File: src/rtl/sched_cmp_probe_if.sv
// ---------------------------------------------------------------------------
// sched_cmp_probe_if
// Report stream interface of sched_cmp_probe: one word per channel, carrying
// the channel index and its mismatch count, moved by a valid/ready handshake.
//
//   rpt_valid  master->slave  report word valid
//   rpt_ready  slave->master  consumer accepts the current word
//   rpt_chan   master->slave  channel index of the current word
//   rpt_count  master->slave  mismatch count of rpt_chan
//   rpt_last   master->slave  current word belongs to the highest channel
// ---------------------------------------------------------------------------
interface sched_cmp_probe_if #(
  parameter int CHANNELS = 4,
  parameter int CNT_W    = 8
);
  localparam int IDX_W = (CHANNELS > 1) ? $clog2(CHANNELS) : 1;

  logic             rpt_valid;
  logic             rpt_ready;
  logic [IDX_W-1:0] rpt_chan;
  logic [CNT_W-1:0] rpt_count;
  logic             rpt_last;

  modport master (
    output rpt_valid,
    output rpt_chan,
    output rpt_count,
    output rpt_last,
    input  rpt_ready
  );

  modport slave (
    input  rpt_valid,
    input  rpt_chan,
    input  rpt_count,
    input  rpt_last,
    output rpt_ready
  );
endinterface

File: src/rtl/sched_cmp_probe.sv
// ---------------------------------------------------------------------------
// sched_cmp_probe
// Clocked equivalence probe. Each of CHANNELS pairs (a_i, b_i) is compared
// with 4-state inequality on the rising clock edge whenever smp_en is high.
// Per-channel saturating mismatch counters are kept, the first mismatch is
// captured, and on request the counters are streamed out (clear-on-read).
//
//   clk         sole clock
//   rst_n       asynchronous active-low reset
//   smp_en      sample enable
//   a, b        packed pairs, channel i at [i*WIDTH +: WIDTH]
//   rpt_req     level request for a report, acted on only when idle
//   rpt         report stream (master side of sched_cmp_probe_if)
//   first_vld   sticky flag: first mismatch captured
//   first_chan  lowest mismatching channel of the capturing cycle
//   first_a/b   values of that channel at capture
//   any_mm      registered OR of the last sampled cycle's mismatches
// ---------------------------------------------------------------------------
module sched_cmp_probe #(
  parameter int WIDTH    = 8,
  parameter int CHANNELS = 4,
  parameter int CNT_W    = 8
) (
  input  logic                      clk,
  input  logic                      rst_n,
  input  logic                      smp_en,
  input  logic [CHANNELS*WIDTH-1:0] a,
  input  logic [CHANNELS*WIDTH-1:0] b,
  input  logic                      rpt_req,
  sched_cmp_probe_if.master         rpt,
  output logic                      first_vld,
  output logic [((CHANNELS > 1) ? $clog2(CHANNELS) : 1)-1:0] first_chan,
  output logic [WIDTH-1:0]          first_a,
  output logic [WIDTH-1:0]          first_b,
  output logic                      any_mm
);

  localparam int               IDX_W    = (CHANNELS > 1) ? $clog2(CHANNELS) : 1;
  localparam logic [IDX_W-1:0] LAST_IDX = IDX_W'(CHANNELS - 1);
  localparam logic [CNT_W-1:0] CNT_MAX  = {CNT_W{1'b1}};

  typedef enum logic [1:0] {
    IDLE = 2'd0,
    SEND = 2'd1,
    DONE = 2'd2
  } state_t;

  state_t           state;
  state_t           state_nxt;
  logic [IDX_W-1:0] ptr;
  logic [IDX_W-1:0] ptr_nxt;

  logic [CNT_W-1:0] cnt [CHANNELS];
  logic [CHANNELS-1:0] mm;

  logic             hit;
  logic [IDX_W-1:0] hit_idx;
  logic [WIDTH-1:0] hit_a;
  logic [WIDTH-1:0] hit_b;

  logic             sending;
  logic             accept;
  logic             is_last;

  // 4-state compare: X/Z against a known value is a mismatch, while an
  // identical X pattern on both sides is not.
  always_comb begin
    mm = '0;
    for (int i = 0; i < CHANNELS; i++) begin
      mm[i] = smp_en && (a[i*WIDTH +: WIDTH] !== b[i*WIDTH +: WIDTH]);
    end
  end

  // Lowest-index mismatch wins; scanning downwards leaves the lowest hit.
  always_comb begin
    hit     = 1'b0;
    hit_idx = '0;
    hit_a   = '0;
    hit_b   = '0;
    for (int i = CHANNELS - 1; i >= 0; i--) begin
      if (mm[i]) begin
        hit     = 1'b1;
        hit_idx = IDX_W'(i);
        hit_a   = a[i*WIDTH +: WIDTH];
        hit_b   = b[i*WIDTH +: WIDTH];
      end
    end
  end

  assign sending = (state == SEND);
  assign accept  = sending && rpt.rpt_ready;
  assign is_last = (ptr == LAST_IDX);

  // Accepting a word clears its counter, but a mismatch landing on the same
  // edge restarts the count at 1 so no increment is lost.
  always_ff @(posedge clk or negedge rst_n) begin
    if (!rst_n) begin
      for (int i = 0; i < CHANNELS; i++) begin
        cnt[i] <= '0;
      end
    end else begin
      for (int i = 0; i < CHANNELS; i++) begin
        if (accept && (ptr == IDX_W'(i))) begin
          cnt[i] <= mm[i] ? CNT_W'(1) : '0;
        end else if (mm[i] && (cnt[i] != CNT_MAX)) begin
          cnt[i] <= cnt[i] + CNT_W'(1);
        end
      end
    end
  end

  // First-mismatch capture is sticky until reset; any_mm tracks each cycle.
  always_ff @(posedge clk or negedge rst_n) begin
    if (!rst_n) begin
      first_vld  <= 1'b0;
      first_chan <= '0;
      first_a    <= '0;
      first_b    <= '0;
      any_mm     <= 1'b0;
    end else begin
      any_mm <= |mm;
      if (!first_vld && hit) begin
        first_vld  <= 1'b1;
        first_chan <= hit_idx;
        first_a    <= hit_a;
        first_b    <= hit_b;
      end
    end
  end

  // Report FSM state register.
  always_ff @(posedge clk or negedge rst_n) begin
    if (!rst_n) begin
      state <= IDLE;
      ptr   <= '0;
    end else begin
      state <= state_nxt;
      ptr   <= ptr_nxt;
    end
  end

  // DONE inserts one idle cycle so a held rpt_req cannot start the next
  // report back-to-back with the last word.
  always_comb begin
    state_nxt = state;
    ptr_nxt   = ptr;
    case (state)
      IDLE: begin
        if (rpt_req) begin
          state_nxt = SEND;
          ptr_nxt   = '0;
        end
      end
      SEND: begin
        if (rpt.rpt_ready) begin
          if (is_last) begin
            state_nxt = DONE;
          end else begin
            ptr_nxt = ptr + IDX_W'(1);
          end
        end
      end
      DONE: begin
        state_nxt = IDLE;
      end
      default: begin
        state_nxt = IDLE;
      end
    endcase
  end

  // rpt_count follows the live counter so increments during backpressure
  // are visible; everything else derives from registered state only.
  always_comb begin
    rpt.rpt_valid = sending;
    rpt.rpt_chan  = sending ? ptr : '0;
    rpt.rpt_count = sending ? cnt[ptr] : '0;
    rpt.rpt_last  = sending && is_last;
  end

endmodule

File: src/flat_wrapper.sv
// flat-port wrapper written by rule: the top's interface ports become plain ports
module sched_cmp_probe_flat 
#(
  parameter int WIDTH    = 8,
  parameter int CHANNELS = 4,
  parameter int CNT_W    = 8
)
  (clk, rst_n, smp_en, a, b, rpt_req, first_vld, first_chan, first_a, first_b, any_mm, rpt_rpt_valid, rpt_rpt_chan, rpt_rpt_count, rpt_rpt_last, rpt_rpt_ready);
  sched_cmp_probe_if #(.CHANNELS(CHANNELS), .CNT_W(CNT_W)) rpt_i ();
  input  logic clk;
  input  logic rst_n;
  input  logic smp_en;
  input  logic [CHANNELS*WIDTH-1:0] a;
  input  logic [CHANNELS*WIDTH-1:0] b;
  input  logic rpt_req;
  output logic first_vld;
  output logic [((CHANNELS > 1) ? $clog2(CHANNELS) : 1)-1:0] first_chan;
  output logic [WIDTH-1:0] first_a;
  output logic [WIDTH-1:0] first_b;
  output logic any_mm;
  output wire logic [$bits(rpt_i.rpt_valid)-1:0] rpt_rpt_valid;
  output wire logic [$bits(rpt_i.rpt_chan)-1:0] rpt_rpt_chan;
  output wire logic [$bits(rpt_i.rpt_count)-1:0] rpt_rpt_count;
  output wire logic [$bits(rpt_i.rpt_last)-1:0] rpt_rpt_last;
  input wire logic [$bits(rpt_i.rpt_ready)-1:0] rpt_rpt_ready;
  assign rpt_rpt_valid = rpt_i.rpt_valid;
  assign rpt_rpt_chan = rpt_i.rpt_chan;
  assign rpt_rpt_count = rpt_i.rpt_count;
  assign rpt_rpt_last = rpt_i.rpt_last;
  assign rpt_i.rpt_ready = rpt_rpt_ready;
  sched_cmp_probe #(.WIDTH(WIDTH), .CHANNELS(CHANNELS), .CNT_W(CNT_W)) u_core (.clk(clk), .rst_n(rst_n), .smp_en(smp_en), .a(a), .b(b), .rpt_req(rpt_req), .rpt(rpt_i), .first_vld(first_vld), .first_chan(first_chan), .first_a(first_a), .first_b(first_b), .any_mm(any_mm));
endmodule
File: config.mk
export PLATFORM = sky130hd
export DESIGN_NAME = sched_cmp_probe_flat
export DESIGN_NICKNAME = d
export VERILOG_FILES = /design/src/rtl/sched_cmp_probe_if.sv /design/src/rtl/sched_cmp_probe.sv /design/src/flat_wrapper.sv
export SDC_FILE = /design/constraint.sdc
export NUM_CORES = 1
export LEC_CHECK = 0
export CAP_MARGIN = 5
export CORE_UTILIZATION = 54
export CTS_CLUSTER_DIAMETER = 200
export CTS_CLUSTER_SIZE = 25
export DETAILED_ROUTE_END_ITERATION = 16
export PLACE_DENSITY = 0.87
export SLEW_MARGIN = 20
export SYNTH_ARGS = -nofsm -noshare
export SYNTH_HDL_FRONTEND = slang
export SYNTH_SLANG_ARGS = --single-unit
File: constraint.sdc
create_clock -name clk -period 5.3 [get_ports clk]
set_clock_uncertainty 0.05 [all_clocks]
set_input_delay 1.325 -clock clk [delete_from_list [all_inputs] [get_ports clk]]
set_output_delay 1.325 -clock clk [all_outputs]
set_load 0.01 [all_outputs]
; After elaboration in Yosys (flattened, before gate mapping)
; Cells that the tools add are included.
[totals]
regBits = 56
output_inout_bits = 32
elab_cells = 101
[classes]
addsub = 5
order_cmp = 1
eq_ne = 16
n_mux = 41
n_bitwise = 1
reduce_logical = 26
[op_table]
columns = op, n
row1 = 8-bit two-way mux, 19
row2 = "8-bit by 1-bit adder with 8-bit output, second input constant", 4
row3 = "8-bit != test, second input constant", 4
row4 = 8-bit !== test, 4
row5 = 2-bit two-way mux, 11
row6 = 8-bit binary-select mux with 2-bit select, 1
row7 = 1-bit logical AND, 15
row8 = 2-bit nonzero test, 5
row9 = 1-bit two-way mux, 8
row10 = "2-bit != test, second input constant", 4
row11 = 2-bit one-hot mux with 2 select lines, 2
row12 = "2-bit by 1-bit == test with 1-bit output, second input constant", 2
row13 = "2-bit == test, second input constant", 2
row14 = 2-bit logical NOT, 2
row15 = 4-bit AND reduction, 1
row16 = 4-bit OR reduction, 1
row17 = "3-bit greater-or-equal comparator, second input constant", 1
row18 = 2-bit NOT with 3-bit output, 1
row19 = 3-bit AND reduction, 1
row20 = "2-bit by 1-bit adder with 2-bit output, second input constant", 1
row21 = 1-bit logical NOT, 1

; Longest topological paths before layout
; Gate-level depths: netlist of run 1.
[logic_depth]
depth_word = 7
ltp_mapped = 8
depth_no_buf = 7

; Least setup slack after synthesis of run 1
; No wires, ideal clock.
[synth_path]
path_kind = in2reg
from = in b[27]
to = reg u_core.first_a[0]
arrival_ps = 3030
path_slack_ps = 2095
cell_stages = 7
path_buffers = 1
cell_sequence = xor2_1 -> nor4_2 -> nand2_2 -> nor3_2 -> a311oi_4 -> buf_6 -> mux2_4
[synth_via]
elab_chain_cells = 7
word_cells_on_any_way = 11
cone_classes = eq/ne (1) / mux (8) / reduce/logical (2)
[synth_lines]
columns = element, line_no
row1 = start: declaration, flat_wrapper.sv:14  ; input logic [CHANNELS*WIDTH-1:0] b;
row2 = 8-bit !== test *, sched_cmp_probe.sv:70  ; mm[i] = smp_en && (a[i*WIDTH +: WIDTH] !== b[i*WIDTH +: WIDTH]);
row3 = 1-bit logical AND *, sched_cmp_probe.sv:70
row4 = 1-bit two-way mux (4 in series), sched_cmp_probe.sv:81  ; if (mm[i]) begin
row5 = 1-bit logical AND, sched_cmp_probe.sv:122  ; if (!first_vld && hit) begin
row6 = end signal: assignment, sched_cmp_probe.sv:125  ; first_a <= hit_a;
row7 = end: declaration, sched_cmp_probe.sv:33  ; output logic [WIDTH-1:0] first_a,
; Every way passes the cells marked *; elsewhere a longest branch is shown, timed or not.
; A chain may end at the register's enable or synchronous reset.

; Worst setup path in the final report of run 1
[layout_path]
from = in b[19]
to = reg u_core.first_b[5]
[layout_via]
elab_chain_cells = 6
word_cells_on_any_way = 9
cone_classes = eq/ne (1) / mux (6) / reduce/logical (2)
[layout_lines]
columns = element, line_no
row1 = 8-bit !== test *, sched_cmp_probe.sv:70
row2 = 1-bit logical AND *, sched_cmp_probe.sv:70
row3 = 1-bit two-way mux (3 in series), sched_cmp_probe.sv:81
row4 = 1-bit logical AND, sched_cmp_probe.sv:122
row5 = end signal: assignment, sched_cmp_probe.sv:126  ; first_b <= hit_b;
row6 = end: declaration, sched_cmp_probe.sv:34  ; output logic [WIDTH-1:0] first_b,
; Marks and branches as above.

==> out/qor.txt, run 1 <==
======================================================================================
Gr ovfl total ...........................................................            0
Type of element capturing the critical path .............................    flip-flop
DP Area .................................................................     5010 um2
Outcome ................................................................. finished, final reports clean
Portion of synthesized cell area occupied by the leading cell type ......        35.6%
Post-synth net total ....................................................          479
Required time of the critical path ......................................      5.52 ns
Combinational share of power ............................................        41.6%
Vias per cell ...........................................................         5.91
Launch point of the critical path .......................................        b[19]
Final critical delay including setup and external delays ................      3.84 ns
Library cell with the largest summed area after synthesis ...............      dfrtp_1
Pin count of the biggest net entering global routing ....................           57
Critical Path AT ........................................................      4.06 ns
Share of power burned in registers ......................................        42.4%
Clock root buffer .......................................................     clkbuf_8
Final setup violation count .............................................            0
Die Y-Extent ............................................................      87.4 um
Core area ...............................................................     6910 um2
Worst R2R Path Depth ....................................................            6
CTS buffer count ........................................................            5
Sequential-to-total area share from yosys stat ..........................        35.6%
Max rail drop VDD .......................................................     0.257 mV
Switching power .........................................................     0.596 mW
DPL Wire Length .........................................................      8640 um
Area growth syn-to-layout ...............................................        29.8%
Drt pass-1 iters ........................................................            5
Antenna violations before repair ........................................            1
Final setup TNS .........................................................         0 ns
Setup repair bufs after CTS .............................................            0
Max_slew headroom .......................................................        30.7%
Post-Route WL ...........................................................     11300 um
Ratio of cells with drive above 1 in the final layout ...................        11.3%
Post-synthesis instance area ............................................     3940 um2
H-tree Lvls .............................................................            2
Transition time of the tightest slew-check pin ..........................      1.04 ns
Critical path peak fanout ...............................................           17
Weighted congestion reported at the end of routability-driven placement .         1.01
Worst-case clock buffer depth ...........................................            2
Effective utilization at floorplan ......................................        57.0%
Worst R2R Setup Slack ...................................................      3.24 ns
Number of warnings reported in the yosys synthesis log ..................            0
FF-to-FF Start .......................................................... u_core.cnt[3]$_DFFE_PN0P_
CTS tree ................................................................         done
Vias in the first global route ..........................................         3515
Total number of vias ....................................................         3497
Final non-filler cell area ..............................................     5110 um2
Internal power component ................................................     0.985 mW
Power per unit of standard cell area ....................................   310 nW/um2
Nets ....................................................................          571
Clock-pin slew on the worst setup and hold paths ........................      0.11 ns
Static leakage power ....................................................      2.00 nW
Routed wire per std cell ................................................      19.1 um
Count of boundary I/O pins ..............................................          101
Overall routing resource usage ..........................................        30.8%
Post-Syn Instances ......................................................          402
Type of element launching the critical path .............................    input pin
Clock tree sinks ........................................................           56
RSZ-0062 raised after global routing ....................................           no
Wire length of the first global-routing pass ............................     17700 um
Largest cells by area after synthesis ................................... dfrtp_1 36%, xnor2_1 7.8%, nand2_1 4.8%
Clock network power share ...............................................        16.0%
Worst Setup Path Type ...................................................       in2reg
Antenna Violating Nets Remaining ........................................            0
Overall die area ........................................................     7630 um2
Fraction of power spent switching nets ..................................        37.7%
Number of hold violations in the final report ...........................            0
Max-slew violation total from the final report ..........................            0
Row count ...............................................................           30
Endpoint of the worst-slack reg-to-reg timing path ...................... u_core.cnt[5]$_DFFE_PN0P_
Final period util .......................................................        72.5%
Count of port buffers added during placement ............................          100
Syn avg cell area .......................................................     9.79 um2
Fmax ....................................................................    0.260 GHz
Synthesis-stage register bit count ......................................           56
Worst hold-check path type ..............................................      reg2reg
Number of distinct library cells after synthesis ........................           54
DR iter-0 viols .........................................................          206
Max-capacitance violation count .........................................            0
Destination of the critical timing path ................................. u_core.first_b[5]$_DFFE_PN0P_
CTS-repair resized insts ................................................            0
DRC viols ...............................................................            0
Skew-Pair Late Insertion Delay ..........................................      0.32 ns
Floorplan die width .....................................................      87.4 um
Hold buffer count at cts ................................................            0
======================================================================================
cells in the mapped netlist (all sizes together):
cell     instances
xor2            16
mux2            17
a22o             3
clkinv           1
o21a             2
a2111oi          1
a31o             1
nand2b           3
mux4             8
a21oi            3
xnor2           38
o21ai            5
o22a             1
mux2i            6
ha               8
a31oi            1
o22ai            1
buf              6
a221oi           1
nor3             3
or4              1
or2              2
and3             8
o221ai           1
nor4             9
nand3b           1
nor2b            1
nand3            9
o211ai           1
o21bai           1
o41ai            2
dfrtp           56
nor2            47
nor3b           19
nand4           12
and2            14
nand2           54
inv              6
a311oi          17
nor4b            3
clkbuf          13
power by group through the flow:
| stage | logic [mW] | registers (mW) | clock network [mW] |
|---|---|---|---|
| 6_report | 0.657 | 0.670 | 0.253 |
| 5_1_grt | 0.718 | 0.685 | 0.268 |
| 4_1_cts | 0.655 | 0.667 | 0.253 |
| 3_5_place_dp | 0.651 | 0.672 | 0 |
| 3_3_place_gp | 0.629 | 0.664 | 0 |
| 2_1_floorplan | 0.425 | 0.609 | 0 |
per-stage QoR:
| step | worst slack (ns) | power, mW | utilization, % | std cells | hold WS [ns] |
|---|---|---|---|---|---|
| floorplan | 2.10 | 1.03 | - | 402 | 0.445 |
| finish | 1.46 | 1.58 | 73.9 | 592 | 0.459 |
| global route | 1.36 | 1.67 | 73.9 | 591 | 0.493 |
| CTS | 1.54 | 1.58 | 73.9 | 591 | 0.463 |
| global placement | 1.27 | 1.29 | 72.3 | 582 | 0.434 |
| detailed placement | 1.20 | 1.32 | 72.5 | 583 | 0.431 |
logic make-up (layout without fill, tap and decap cells):
family / after synthesis / after routing / synth area share, %
fa+ha+maj: 8 / 8 / 2.54
buf+inv: 26 / 119 / 2.96
other cells: 0 / 1 / 0
mux: 31 / 31 / 11.8
flops: 56 / 56 / 35.6
xor+xnor: 54 / 54 / 12.6
simple gates: 186 / 186 / 25.1
compound gates: 41 / 41 / 9.38
worst max-delay path, cell delays in order:
cell             delay [ns]
clkdlybuf4s50_1        0.46
xnor2_1                0.39
nand4_4                0.19
a2111oi_4              0.97
nand2_1                0.13
a311oi_1               0.38
mux2_4                 0.22
worst min path at each step:
| stage | from | end | slack (ns) | cells after the start |
|---|---|---|---|---|
| after floorplan | u_core.state[0]$_DFFE_PN0P_ | u_core.state[0]$_DFFE_PN0P_ | 0.45 | 1 |
| after CTS | u_core.first_chan[1]$_DFFE_PN0P_ | u_core.first_chan[1]$_DFFE_PN0P_ | 0.46 | 1 |
| after global routing | u_core.first_a[4]$_DFFE_PN0P_ | u_core.first_a[4]$_DFFE_PN0P_ | 0.49 | 1 |
| after global placement | u_core.first_chan[1]$_DFFE_PN0P_ | u_core.first_chan[1]$_DFFE_PN0P_ | 0.43 | 1 |
| final | u_core.first_chan[1]$_DFFE_PN0P_ | u_core.first_chan[1]$_DFFE_PN0P_ | 0.46 | 1 |
| after detailed placement | u_core.first_chan[1]$_DFFE_PN0P_ | u_core.first_chan[1]$_DFFE_PN0P_ | 0.43 | 1 |
registers in the layout, indices dropped and copies added (netlist names):
| register | cells |
|---|---|
| u_core.state | 2 |
| u_core.first_a | 8 |
| u_core.first_b | 8 |
| u_core.ptr | 2 |
| u_core.any_mm | 1 |
| u_core.first_chan | 2 |
| u_core.first_vld | 1 |
| u_core.cnt | 32 |
cell type report:
class	count	area (um2)
clock buffers	5	68.8
multi-input cells	320	2430
clock inverters	3	26.3
flip-flops and latches	56	1400
diodes	1	2.50
well taps	96	120
fillers	495	1800
repair buffers	104	1030
inverters	7	26.3
layer usage:
layer	global-route usage [%]	part of all wire, %	vias to the layer above
met5	0	0	-
met3	5.50	6.3	21
li1	-	-	1621
met4	10.4	2.1	0
met2	51.8	49	129
met1	40.1	42	1726
layout by cell type (no fill, tap or decap), types with 9 or more instances in the layout:
| cell | netlist | layout |
|---|---|---|
| mux2_4 | 9 | 9 |
| xnor2_1 | 35 | 35 |
| xor2_1 | 16 | 16 |
| nor2_1 | 47 | 47 |
| dfrtp_1 | 56 | 56 |
| nand2_1 | 50 | 50 |
| a311oi_1 | 16 | 16 |
| clkdlybuf4s50_1 | 0 | 99 |
| and2_1 | 14 | 14 |
| nor3b_1 | 19 | 19 |
| nand3_1 | 9 | 9 |
| nand4_1 | 10 | 10 |
Note: power is estimated with default switching activity, not from simulation.
==> inputs of run 2 (changes only) <==
- CORE_UTILIZATION: 54 -> 50
- PLACE_DENSITY: 0.87 -> 0.81
- clock period: 5.3 -> 4 ns (I/O delays scaled with it)
==> out/qor.txt, run 2 (synthesis results as in run 1) <==
======================================================================================
Outcome ................................................................. finished, final reports clean
CTS buffer count ........................................................            5
Fmax ....................................................................    0.295 GHz
Row count ...............................................................           31
Ratio of cells with drive above 1 in the final layout ...................        11.6%
CTS-repair resized insts ................................................            0
Total number of vias ....................................................         3455
Commonest non-fill, non-tap cell in the layout .......................... clkdlybuf4s50_1
FF-to-FF Start .......................................................... u_core.cnt[3]$_DFFE_PN0P_
CTS tree ................................................................         done
Critical path, cell by cell ............................................. clkdlybuf4s50_1 > xor2_1 > nor4_2 > nand2_2 > nor3_2 > a311oi_4 > buf_4 > mux2_4
Count of port buffers added during placement ............................          100
Clock tree sinks ........................................................           56
Skew-Pair Late Insertion Delay ..........................................      0.31 ns
Worst-case clock buffer depth ...........................................            2
Required time of the critical path ......................................      4.15 ns
DRC viols ...............................................................            0
Static leakage power ....................................................      2.01 nW
Largest registers ranked by flip-flop count ............................. u_core.cnt: 32 flops, u_core.first_a: 8 flops, u_core.first_b: 8 flops
Routed wire per std cell ................................................      18.5 um
Power per unit of standard cell area ....................................   405 nW/um2
Final non-filler cell area ..............................................     5120 um2
Least setup slack across all paths after layout .........................     0.614 ns
Max-slew violation total from the final report ..........................            0
Final setup violation count .............................................            0
DP Area .................................................................     5030 um2
Critical Path AT ........................................................      3.54 ns
Overall die area ........................................................     8230 um2
Filler instances ........................................................          606
Floorplan die width .....................................................      90.7 um
Count of boundary I/O pins ..............................................          101
DPL Wire Length .........................................................      8800 um
Pin count of the biggest net entering global routing ....................           42
Worst hold-check path type ..............................................      reg2reg
Post-Route WL ...........................................................     11000 um
Transition time of the tightest slew-check pin ..........................     0.886 ns
Vias in the first global route ..........................................         3485
Core area ...............................................................     7450 um2
Most used cells in the layout excluding fill and tap cells .............. 99 x clkdlybuf4s50_1, 56 x dfrtp_1, 50 x nand2_1
Critical path peak fanout ...............................................           10
Setup WS pre-CTS ........................................................     0.348 ns
RSZ-0062 raised after global routing ....................................           no
Vias per cell ...........................................................         5.79
Clock root buffer .......................................................     clkbuf_8
Final setup TNS .........................................................         0 ns
Final period util .......................................................        84.7%
Clock-pin slew on the worst setup and hold paths ........................      0.10 ns
Antenna Violating Nets Remaining ........................................            0
Nets ....................................................................          574
Final critical delay including setup and external delays ................      3.39 ns
Overall routing resource usage ..........................................        28.3%
Reg with most FFs .......................................................   u_core.cnt
Cell at the slowest stage of the critical path ..........................       nor4_2
Launch point of the critical path .......................................        b[27]
Inserted Diodes .........................................................            0
Drt pass-1 iters ........................................................            5
Antenna violations before repair ........................................            0
Delay contributed by the slowest stage of the critical path .............      0.63 ns
Setup repair bufs after CTS .............................................            0
Die Y-Extent ............................................................      90.7 um
Area growth syn-to-layout ...............................................        30.2%
Hold Startpoint ......................................................... u_core.first_chan[1]$_DFFE_PN0P_
Gr ovfl total ...........................................................            0
Effective utilization at floorplan ......................................        52.8%
DR iter-0 viols .........................................................          262
Max-capacitance violation count .........................................            0
Number of hold violations in the final report ...........................            0
Max rail drop VDD .......................................................     0.275 mV
Type of element launching the critical path .............................    input pin
Wire length of the first global-routing pass ............................     18100 um
Type of element capturing the critical path .............................    flip-flop
Weighted congestion reported at the end of routability-driven placement .         1.00
Max FFs per register ....................................................           32
Worst Setup Path Type ...................................................       in2reg
Hold buffer count at cts ................................................            0
Max_slew headroom .......................................................        40.9%
H-tree Lvls .............................................................            2
======================================================================================
==> run 2: critical path, delay by kind of cell <==
kind / cells / cell delay (ns)
xor+xnor: 1 / 0.20
compound gates: 1 / 0.21
simple gates: 3 / 1.08
buf+inv: 2 / 0.73
mux: 1 / 0.31
==> run 2: path summary, 6_finish.rpt <==
kind | endpoint | slack (ns) | cells past startpoint
max in group asynchronous | u_core.cnt[19]$_DFFE_PN0P_ | 2.46 | 2
min | u_core.first_chan[1]$_DFFE_PN0P_ | 0.47 | 1
max | u_core.first_b[6]$_DFFE_PN0P_ | 0.61 | 8
max reg2reg | u_core.cnt[5]$_DFFE_PN0P_ | 1.97 | 6
min reg2reg | u_core.first_chan[1]$_DFFE_PN0P_ | 0.47 | 1
min in group asynchronous | u_core.first_a[6]$_DFFE_PN0P_ | 0.75 | 1
==> run 2: layout make-up <==
class / count / area [um2] / share of cell area, %
sequential: 56 / 1400 / 27.4
tap: 99 / 124 / 2.42
multi-input combinational: 320 / 2430 / 47.4
clock buffer: 7 / 86.3 / 1.69
inverter: 7 / 26.3 / 0.513
timing repair buffer: 107 / 1050 / 20.5
clock inverter: 1 / 7.51 / 0.147
==> run 2: routing by layer <==
| layer | track usage (%) | vias up | part of all wire (%) |
|---|---|---|---|
| met5 | 0 | - | 0 |
| met4 | 7.80 | 0 | 2.1 |
| met3 | 6.82 | 26 | 6.7 |
| met2 | 45.5 | 127 | 48 |
| met1 | 38.0 | 1678 | 43 |
| li1 | - | 1624 | - |
==> run 2: stage by stage <==
| stage | utilization, % | power, mW | instances | hold slack [ns] |
|---|---|---|---|---|
| 4_1_cts | 68.8 | 2.08 | 597 | 0.476 |
| 3_3_place_gp | 67.5 | 1.72 | 589 | 0.430 |
| 3_5_place_dp | 67.5 | 1.76 | 589 | 0.449 |
| 2_1_floorplan | - | 1.37 | 402 | 0.445 |
| 6_report | 68.8 | 2.07 | 597 | 0.471 |
| 5_1_grt | 68.8 | 2.20 | 597 | 0.491 |
==> run 2: where the power goes <==
part,internal [mW],switching (mW)
Combinational,0.489,0.376
Sequential,0.688,0.194
Clock,0.141,0.184
==> inputs of run 3 (changes only) <==
- clock period: 4 -> 3.31 ns (I/O delays scaled with it)
==> out/qor.txt, run 3 (synthesis results as in run 1) <==
======================================================================================
Reg with most FFs .......................................................   u_core.cnt
Skew-Pair Late Insertion Delay ..........................................      0.33 ns
DRC viols ...............................................................            0
RSZ-0062 raised after global routing ....................................           no
Final non-filler cell area ..............................................     5270 um2
Worst R2R Setup Slack ...................................................      1.29 ns
Pin count of the biggest net entering global routing ....................           57
Hold buffer count at cts ................................................            0
Floorplan die width .....................................................      90.7 um
Count of port buffers added during placement ............................          100
DP Area .................................................................     5160 um2
Fmax ....................................................................    0.325 GHz
DR iter-0 viols .........................................................          140
Nets ....................................................................          587
Drt pass-1 iters ........................................................            4
Most used cells in the layout excluding fill and tap cells .............. 99 x clkdlybuf4s50_1, 55 x dfrtp_1, 50 x nand2_1
Type of element capturing the critical path ............................. primary output
Filler instances ........................................................          556
CTS buffer count ........................................................            5
Max FFs per register ....................................................           32
Row count ...............................................................           31
Wire length of the first global-routing pass ............................     18200 um
Max_slew headroom .......................................................        47.3%
Max-capacitance violation count .........................................            0
DPL Wire Length .........................................................      8760 um
Worst-case clock buffer depth ...........................................            2
Outcome ................................................................. finished, final reports clean
Setup repair bufs after CTS .............................................            0
FF-to-FF Start .......................................................... u_core.state[0]$_DFFE_PN0P_
Overall die area ........................................................     8230 um2
Critical path peak fanout ...............................................           17
Required time of the critical path ......................................      2.43 ns
Weighted congestion reported at the end of routability-driven placement .        0.889
Launch point of the critical path ....................................... u_core.state[0]$_DFFE_PN0P_
Die Y-Extent ............................................................      90.7 um
Endpoint of the worst-slack reg-to-reg timing path ...................... u_core.cnt[8]$_DFFE_PN0P_
Inserted Diodes .........................................................            0
Vias per cell ...........................................................         5.79
Static leakage power ....................................................      2.09 nW
Final cell utilization of the core ......................................        70.7%
Worst R2R Path Depth ....................................................            5
CTS tree ................................................................         done
Transition time of the tightest slew-check pin ..........................     0.789 ns
Type of element launching the critical path .............................    flip-flop
Commonest non-fill, non-tap cell in the layout .......................... clkdlybuf4s50_1
Core area ...............................................................     7450 um2
Number of hold violations in the final report ...........................            0
Count of boundary I/O pins ..............................................          101
Area growth syn-to-layout ...............................................        33.8%
Vias in the first global route ..........................................         3502
Destination of the critical timing path ................................. rpt_rpt_count[5]
Placed Cells ............................................................          601
Worst Setup Path Type ...................................................      reg2out
H-tree Lvls .............................................................            2
Hold Worst Slack ........................................................     0.425 ns
Final cell count without fillers ........................................          610
Max rail drop VDD .......................................................     0.510 mV
Power per unit of standard cell area ....................................   483 nW/um2
Post-Route WL ...........................................................     11200 um
Clock-pin slew on the worst setup and hold paths ........................      0.11 ns
Overall routing resource usage ..........................................        28.3%
Clock tree sinks ........................................................           56
Effective utilization at floorplan ......................................        52.8%
Critical Path AT ........................................................      2.20 ns
Routed wire per std cell ................................................      18.3 um
Clock root buffer .......................................................     clkbuf_8
Final setup violation count .............................................            0
Largest registers ranked by flip-flop count ............................. u_core.cnt: 32 flops, u_core.first_a: 8 flops, u_core.first_b: 8 flops
Ratio of cells with drive above 1 in the final layout ...................        14.3%
Antenna violations before repair ........................................            0
Final critical delay including setup and external delays ................      3.07 ns
Max-slew violation total from the final report ..........................            0
Setup WS pre-CTS ........................................................    -0.115 ns
Total number of vias ....................................................         3533
Least setup slack across all paths after layout .........................     0.235 ns
Gr ovfl total ...........................................................            0
Final period util .......................................................        92.9%
Antenna Violating Nets Remaining ........................................            0
Worst hold-check path type ..............................................     in2async
======================================================================================
-- run 3: per-layer routing --
layer,global-route usage (%),vias to the layer above,wire [um]
met5,0,-,0
met4,8.87,0,246
met3,4.29,21,645
met2,46.1,132,5450
met1,38.5,1727,4810
li1,-,1653,-
-- run 3: report_power, final --
part,internal [mW],switching [mW]
clock network,0.156,0.248
logic,0.607,0.459
registers,0.832,0.242
-- run 3: worst min path at each step --
stage	end	slack (ns)	cells past startpoint	start
2_1_floorplan	u_core.state[0]$_DFFE_PN0P_	0.45	1	u_core.state[0]$_DFFE_PN0P_
3_3_place_gp	u_core.first_chan[1]$_DFFE_PN0P_	0.44	1	u_core.first_chan[1]$_DFFE_PN0P_
3_5_place_dp	u_core.first_chan[1]$_DFFE_PN0P_	0.43	1	u_core.first_chan[1]$_DFFE_PN0P_
4_1_cts	u_core.cnt[9]$_DFFE_PN0P_	0.44	2	rst_n
5_1_grt	u_core.first_a[5]$_DFFE_PN0P_	0.46	2	rst_n
6_report	u_core.first_a[5]$_DFFE_PN0P_	0.42	2	rst_n
-- run 3: worst max-delay path: stages, from the launching register on --
cell and delay [ns]:
dfrtp_1 0.43, nor2b_1 0.66, and2_1 0.24, clkdlybuf4s50_1 0.54
-- run 3: metrics by stage --
stage               TNS (ns)  total power [mW]
floorplan                  0              1.66
global placement      -0.404              2.09
detailed placement     -1.05              2.14
CTS                        0              2.54
global route               0              2.70
finish                     0              2.54
-- run 3: area by class of cell --
class | count | area (um2) | share of cell area (%)
multi-input combinational | 320 | 2430 | 46.1
clock buffer | 5 | 68.8 | 1.31
sequential | 56 | 1400 | 26.6
clock inverter | 3 | 27.5 | 0.523
inverter | 7 | 26.3 | 0.499
tap | 99 | 124 | 2.35
timing repair buffer | 120 | 1190 | 22.6
-- run 3: timing repair --
item,in CTS,in global routing
hold endpoints to repair,0,0
setup endpoints to repair,0,4
gates resized for setup,0,1
